$ cat src/rtl/addsub_pipe.sv
// addsub_pipe: pipelined two's-complement add/subtract unit.
//
// The carry chain is cut into CHUNK-bit slices, one register stage per slice
// (STAGES = WIDTH / CHUNK). Stage k adds operand bits [k*CHUNK +: CHUNK] with
// the carry registered by stage k-1. Unconsumed upper operand slices and the
// already-completed lower result slices travel forward with each item.
// WIDTH must be a multiple of CHUNK and at least CHUNK.
//
// Ports:
//   clk          rising-edge clock
//   rst          asynchronous active-high reset; discards all in-flight items
//   in_valid     operands and mode are valid
//   in_ready     block can accept operands this cycle (= global advance)
//   mode         0 = a + b, 1 = a - b
//   a, b         WIDTH-bit operands
//   out_valid    result fields are valid
//   out_ready    consumer accepts the result this cycle
//   result       sum or difference, modulo 2^WIDTH
//   carry_borrow add: carry out of MSB; subtract: borrow (unsigned a < b)
//   overflow     signed two's-complement overflow
//   zero         result == 0
module addsub_pipe #(
    parameter int unsigned WIDTH = 16,
    parameter int unsigned CHUNK = 4
) (
    input  logic             clk,
    input  logic             rst,
    input  logic             in_valid,
    output logic             in_ready,
    input  logic             mode,
    input  logic [WIDTH-1:0] a,
    input  logic [WIDTH-1:0] b,
    output logic             out_valid,
    input  logic             out_ready,
    output logic [WIDTH-1:0] result,
    output logic             carry_borrow,
    output logic             overflow,
    output logic             zero
);

    localparam int unsigned STAGES = WIDTH / CHUNK;

    // Whole pipe moves together; a stalled output freezes every stage.
    logic             w_adv;
    logic [WIDTH-1:0] w_b_eff;

    // Final-stage registers (the output stage).
    logic             r_out_vld;
    logic [WIDTH-1:0] r_out_res;
    logic             r_out_cb;
    logic             r_out_ovf;

    assign w_adv   = !r_out_vld || out_ready;
    // Subtraction is a + ~b + 1; the +1 enters as stage 0 carry-in.
    assign w_b_eff = mode ? ~b : b;

    for (genvar k = 0; k < STAGES; k++) begin : g_stage
        localparam int unsigned LO  = k * CHUNK;
        localparam int unsigned UPW = WIDTH - LO;

        // Item entering this stage: operand bits still to be added, carry-in,
        // and the result slices completed by earlier stages.
        logic              w_vld;
        logic              w_mode;
        logic              w_cin;
        logic [UPW-1:0]    w_a;
        logic [UPW-1:0]    w_b;
        logic [CHUNK:0]    w_sum;
        logic [LO+CHUNK-1:0] w_res;

        if (k == 0) begin : g_src_in
            assign w_vld  = in_valid;
            assign w_mode = mode;
            assign w_cin  = mode;
            assign w_a    = a;
            assign w_b    = w_b_eff;
            assign w_res  = w_sum[CHUNK-1:0];
        end else begin : g_src_prev
            assign w_vld  = g_stage[k-1].g_mid.r_vld;
            assign w_mode = g_stage[k-1].g_mid.r_mode;
            assign w_cin  = g_stage[k-1].g_mid.r_cy;
            assign w_a    = g_stage[k-1].g_mid.r_a;
            assign w_b    = g_stage[k-1].g_mid.r_b;
            assign w_res  = {w_sum[CHUNK-1:0], g_stage[k-1].g_mid.r_res};
        end

        assign w_sum = {1'b0, w_a[CHUNK-1:0]} + {1'b0, w_b[CHUNK-1:0]}
                     + {{CHUNK{1'b0}}, w_cin};

        if (k < STAGES - 1) begin : g_mid
            logic                  r_vld;
            logic                  r_mode;
            logic                  r_cy;
            logic [UPW-CHUNK-1:0]  r_a;
            logic [UPW-CHUNK-1:0]  r_b;
            logic [LO+CHUNK-1:0]   r_res;

            always_ff @(posedge clk or posedge rst) begin
                if (rst) begin
                    r_vld  <= 1'b0;
                    r_mode <= 1'b0;
                    r_cy   <= 1'b0;
                    r_a    <= '0;
                    r_b    <= '0;
                    r_res  <= '0;
                end else if (w_adv) begin
                    r_vld  <= w_vld;
                    r_mode <= w_mode;
                    r_cy   <= w_sum[CHUNK];
                    r_a    <= w_a[UPW-1:CHUNK];
                    r_b    <= w_b[UPW-1:CHUNK];
                    r_res  <= w_res;
                end
            end
        end else begin : g_last
            // Here w_a/w_b hold exactly the top slice, so bit CHUNK-1 is the
            // operand MSB. With b already inverted for subtract, both modes
            // reduce to: equal operand signs and a result sign that differs.
            always_ff @(posedge clk or posedge rst) begin
                if (rst) begin
                    r_out_vld <= 1'b0;
                    r_out_res <= '0;
                    r_out_cb  <= 1'b0;
                    r_out_ovf <= 1'b0;
                end else if (w_adv) begin
                    r_out_vld <= w_vld;
                    r_out_res <= w_res;
                    r_out_cb  <= w_sum[CHUNK] ^ w_mode;
                    r_out_ovf <= (w_a[CHUNK-1] == w_b[CHUNK-1])
                              && (w_sum[CHUNK-1] != w_a[CHUNK-1]);
                end
            end
        end
    end

    assign in_ready  = w_adv;
    assign out_valid = r_out_vld;

    // Bubbles carry stale data; present zeros whenever nothing is valid.
    assign result       = r_out_vld ? r_out_res : '0;
    assign carry_borrow = r_out_vld & r_out_cb;
    assign overflow     = r_out_vld & r_out_ovf;
    assign zero         = r_out_vld & (r_out_res == '0);

endmodule
$ cat config.mk
export PLATFORM = sky130hd
export DESIGN_NAME = addsub_pipe
export DESIGN_NICKNAME = d
export VERILOG_FILES = /design/src/rtl/addsub_pipe.sv
export SDC_FILE = /design/constraint.sdc
export NUM_CORES = 1
export LEC_CHECK = 0
export BUFFER_PORTS_ARGS = -buffer_cell sky130_fd_sc_hd__buf_2
export CAP_MARGIN = 20
export CORE_AREA = 4 4 85 119
export CTS_CLUSTER_DIAMETER = 100
export DETAILED_ROUTE_END_ITERATION = 6
export DIE_AREA = 0 0 89 123
export PLACE_DENSITY = 0.74
export SYNTH_ARGS = -nofsm -noshare
export SYNTH_HDL_FRONTEND = slang
export SYNTH_SLANG_ARGS = --single-unit
$ cat constraint.sdc
create_clock -name clk -period 3.05 [get_ports clk]
set_input_delay 0.4575 -clock clk [delete_from_list [all_inputs] [get_ports clk]]
set_output_delay 0.4575 -clock clk [all_outputs]
set_load 0.05 [all_outputs]
==> key figures <==
Detailed routing
  • Vias per inst: 4.99
  • Drt total wl: 8140 um
  • Drt initial violations: 179
  • Antenna-violating nets left: 0
  • First-pass iteration count of the detailed router: 5
  • Mean routed wirelength per cell: 12.3 um
  • Total number of vias: 3296
  • Post-route DRC: 0

STA
  • Tcrit/Tclk final: 75.6%
  • Endpoints failing setup: 0
  • Setup repair after global routing missed its margin: false
  • Setup Skew: 4.25 ps
  • Final hold slack: 294 ps
  • Final Max Tran Viols: 0
  • Rel. slew slack: 56.1%
  • Post-layout min period: 2310 ps
  • Achievable frequency: 434 MHz
  • Actual slew at the worst max-slew pin: 658 ps
  • TNS Setup: 0 ps
  • Final hold vios: 0

Layout
  • Layout cells sized above 1: 14.5%
  • Most frequent cells in the layout: nand2_1 (230), dfrtp_1 (100), buf_2 (57)
  • Final Util: 58.8%
  • # diodes: 0
  • Nets@finish: 604
  • Most common library cell in the layout ignoring fill and taps: nand2_1
  • Area Overhead vs Synth: 14.7%

Global route
  • First-pass GRT wire length: 14400 um
  • Grt ovf: 0
  • Initial antenna violation count: 0
  • GRT Total Usage: 16.7%
  • Largest net degree at the start of global routing: 114
  • Vias in the first global route: 3351

CTS
  • TritonCTS clock tree: yes
  • Total CTS buffers: 9
  • CTS max path bufs: 2
  • Post-CTS setup buffers: 0
  • CTS clk-pin slew, worst paths: 60 ps
  • CTS H-tree depth: 3
  • Sink Count: 100
  • Root Buffer: clkbuf_16
  • Post-cts sizing count: 0
  • Cts hold-fix bufs: 0
  • Clk_lat worst skew: 340 ps

Floorplanning
  • Initial core utilization: 51.3%
  • # IOs: 58
  • Die Ht: 123 um
  • Die ar.: 0.0109 sq mm
  • Core area: 0.00898 sq mm
  • Row count: 41
  • DIE WIDTH: 89 um

Placement
  • Port Buffers: 57
  • HPWL after DPL: 5490 um
  • Routability congestion estimate from global placement: 0.835

Outcome
  • Status: complete, no violations

Synth
  • Syn Nets: 558
  • EDFF count, synth: 0
  • Seq/Total Area, Yosys: 54.3%
  • Yosys warns: 0
  • Top FF cell, synth: dfrtp_1
  • Synth Cell Area: 0.00461 sq mm
  • Register bit total from synthesis: 100
  • Synth async-reset ratio: 100%
  • Synth Instances: 502
  • Syn_area_per_cell: 9.17 sq um
  • Yosys cell types: 39

Worst setup path
  • Critical path fanouts, max: 3
  • R2r startpoint: out_valid
  • Crit path kind: flop to primary output
  • Worst Path Required: 2590 ps
  • Max stage delay on crit path: 390 ps
  • Critical path's top delay family: simple AND/OR/NAND/NOR gates
  • CP max stage cell: dfrtp_1
  • Critical Path Source: r_out_res[0]
  • Worst path cell trace: nor4_1 -> nand4_1 -> nor4b_1 -> buf_2
  • CP Launch Type: flop
  • Buf+Inv Stages, Crit Path: 1
  • Worst EP arrival: 1850 ps
  • CP endpoint kind: primary output

Pwr
  • VDD IR-drop max: 0.000632 V
  • Leak: 2.74 nW
  • PnR Total Power: 5.73 mW
  • Power density cells: 1090 mW/mm^2

Run
  • Max-Cap Viols: 0

Hold path
  • Hold/Removal Path Class: primary input to asynchronous set/reset pin
[metrics by stage]
step           cells  setup slack (ps)  cell area [sq um]
2_1_floorplan    502              70.0               4610
3_3_place_gp     644               852               4950
3_5_place_dp     644               764               4950
4_1_cts          660               700               5280
5_1_grt          660               593               5280
6_report         660               744               5280
[layer usage]
metal	global-route usage, %	part of all wire [%]	up-vias
met2	28.0	50	64
met5	0	0	-
met4	6.70	1.8	0
met1	21.1	44	1536
met3	3.47	4.3	9
li1	-	-	1687
[worst min-delay path: cells and delay by family]
family / cells / cell delay [ps]
buffers and inverters: 3 / 630
[flip-flops by register name, summed over array words and instances, names as in the netlist]
| register | count |
|---|---|
| g_stage.g_mid.r_a | 24 |
| g_stage.g_mid.r_vld | 3 |
| g_stage.g_mid.r_b | 24 |
| g_stage.g_mid.r_res | 24 |
| r_out_cb | 1 |
| r_out_ovf | 1 |
| g_stage.g_mid.r_mode | 3 |
| g_stage.g_mid.r_cy | 3 |
| out_valid | 1 |
| r_out_res | 16 |
[worst paths after layout]
kind,endpoint,slack (ps),cells after the start
setup / recovery,zero,740,4
hold / removal,r_out_res[10],290,3
setup reg to reg,g_stage[2].g_mid.r_res[11],1100,5
hold reg to reg,g_stage[1].g_mid.r_vld,470,2
max in group asynchronous,g_stage[1].g_mid.r_b[5],2270,3
min in group clk,g_stage[0].g_mid.r_a[3],310,3
[power by group]
part           total [mW]  switching [mW]  internal, mW
clock                1.25           0.452         0.799
combinational        2.19            1.40         0.789
sequential           2.29           0.381          1.91
[area by class of cell]
cell class,instances,area [sq um]
Multi-Input combinational cell,365,1930
Inverter,11,45.0
Clock buffer,11,233
Clock inverter,5,100
Tap cell,107,134
Timing Repair Buffer,61,340
Sequential cell,100,2500
Fill cell,766,3690
[cells by family (layout without fill, tap and decap cells)]
family	count (synthesis)	in the layout	synth area share, %
buf+inv	37	88	3.91
mux	4	4	0.978
compound gates	45	45	5.90
fa+ha+maj	19	19	6.30
flops	100	100	54.3
simple gates	278	278	25.0
xor+xnor	19	19	3.61
[synth_stat cells (4+ instances only)]
cell type  instances  area share (%)
a21o_1             5            0.82
a21oi_1           10             1.1
and2_1            19             2.6
buf_2             12             1.3
clkbuf_1           6            0.49
dfrtp_1          100              54
fa_1               7             3.0
ha_1              12             3.3
inv_1              9            0.73
nand2_1          230              19
nand3_1            4            0.43
nor2_1             7            0.57
nor2b_1            4            0.54
o21ai_1           19             2.1
xnor2_1           16             3.0
Power figures use the tool's default switching activity.
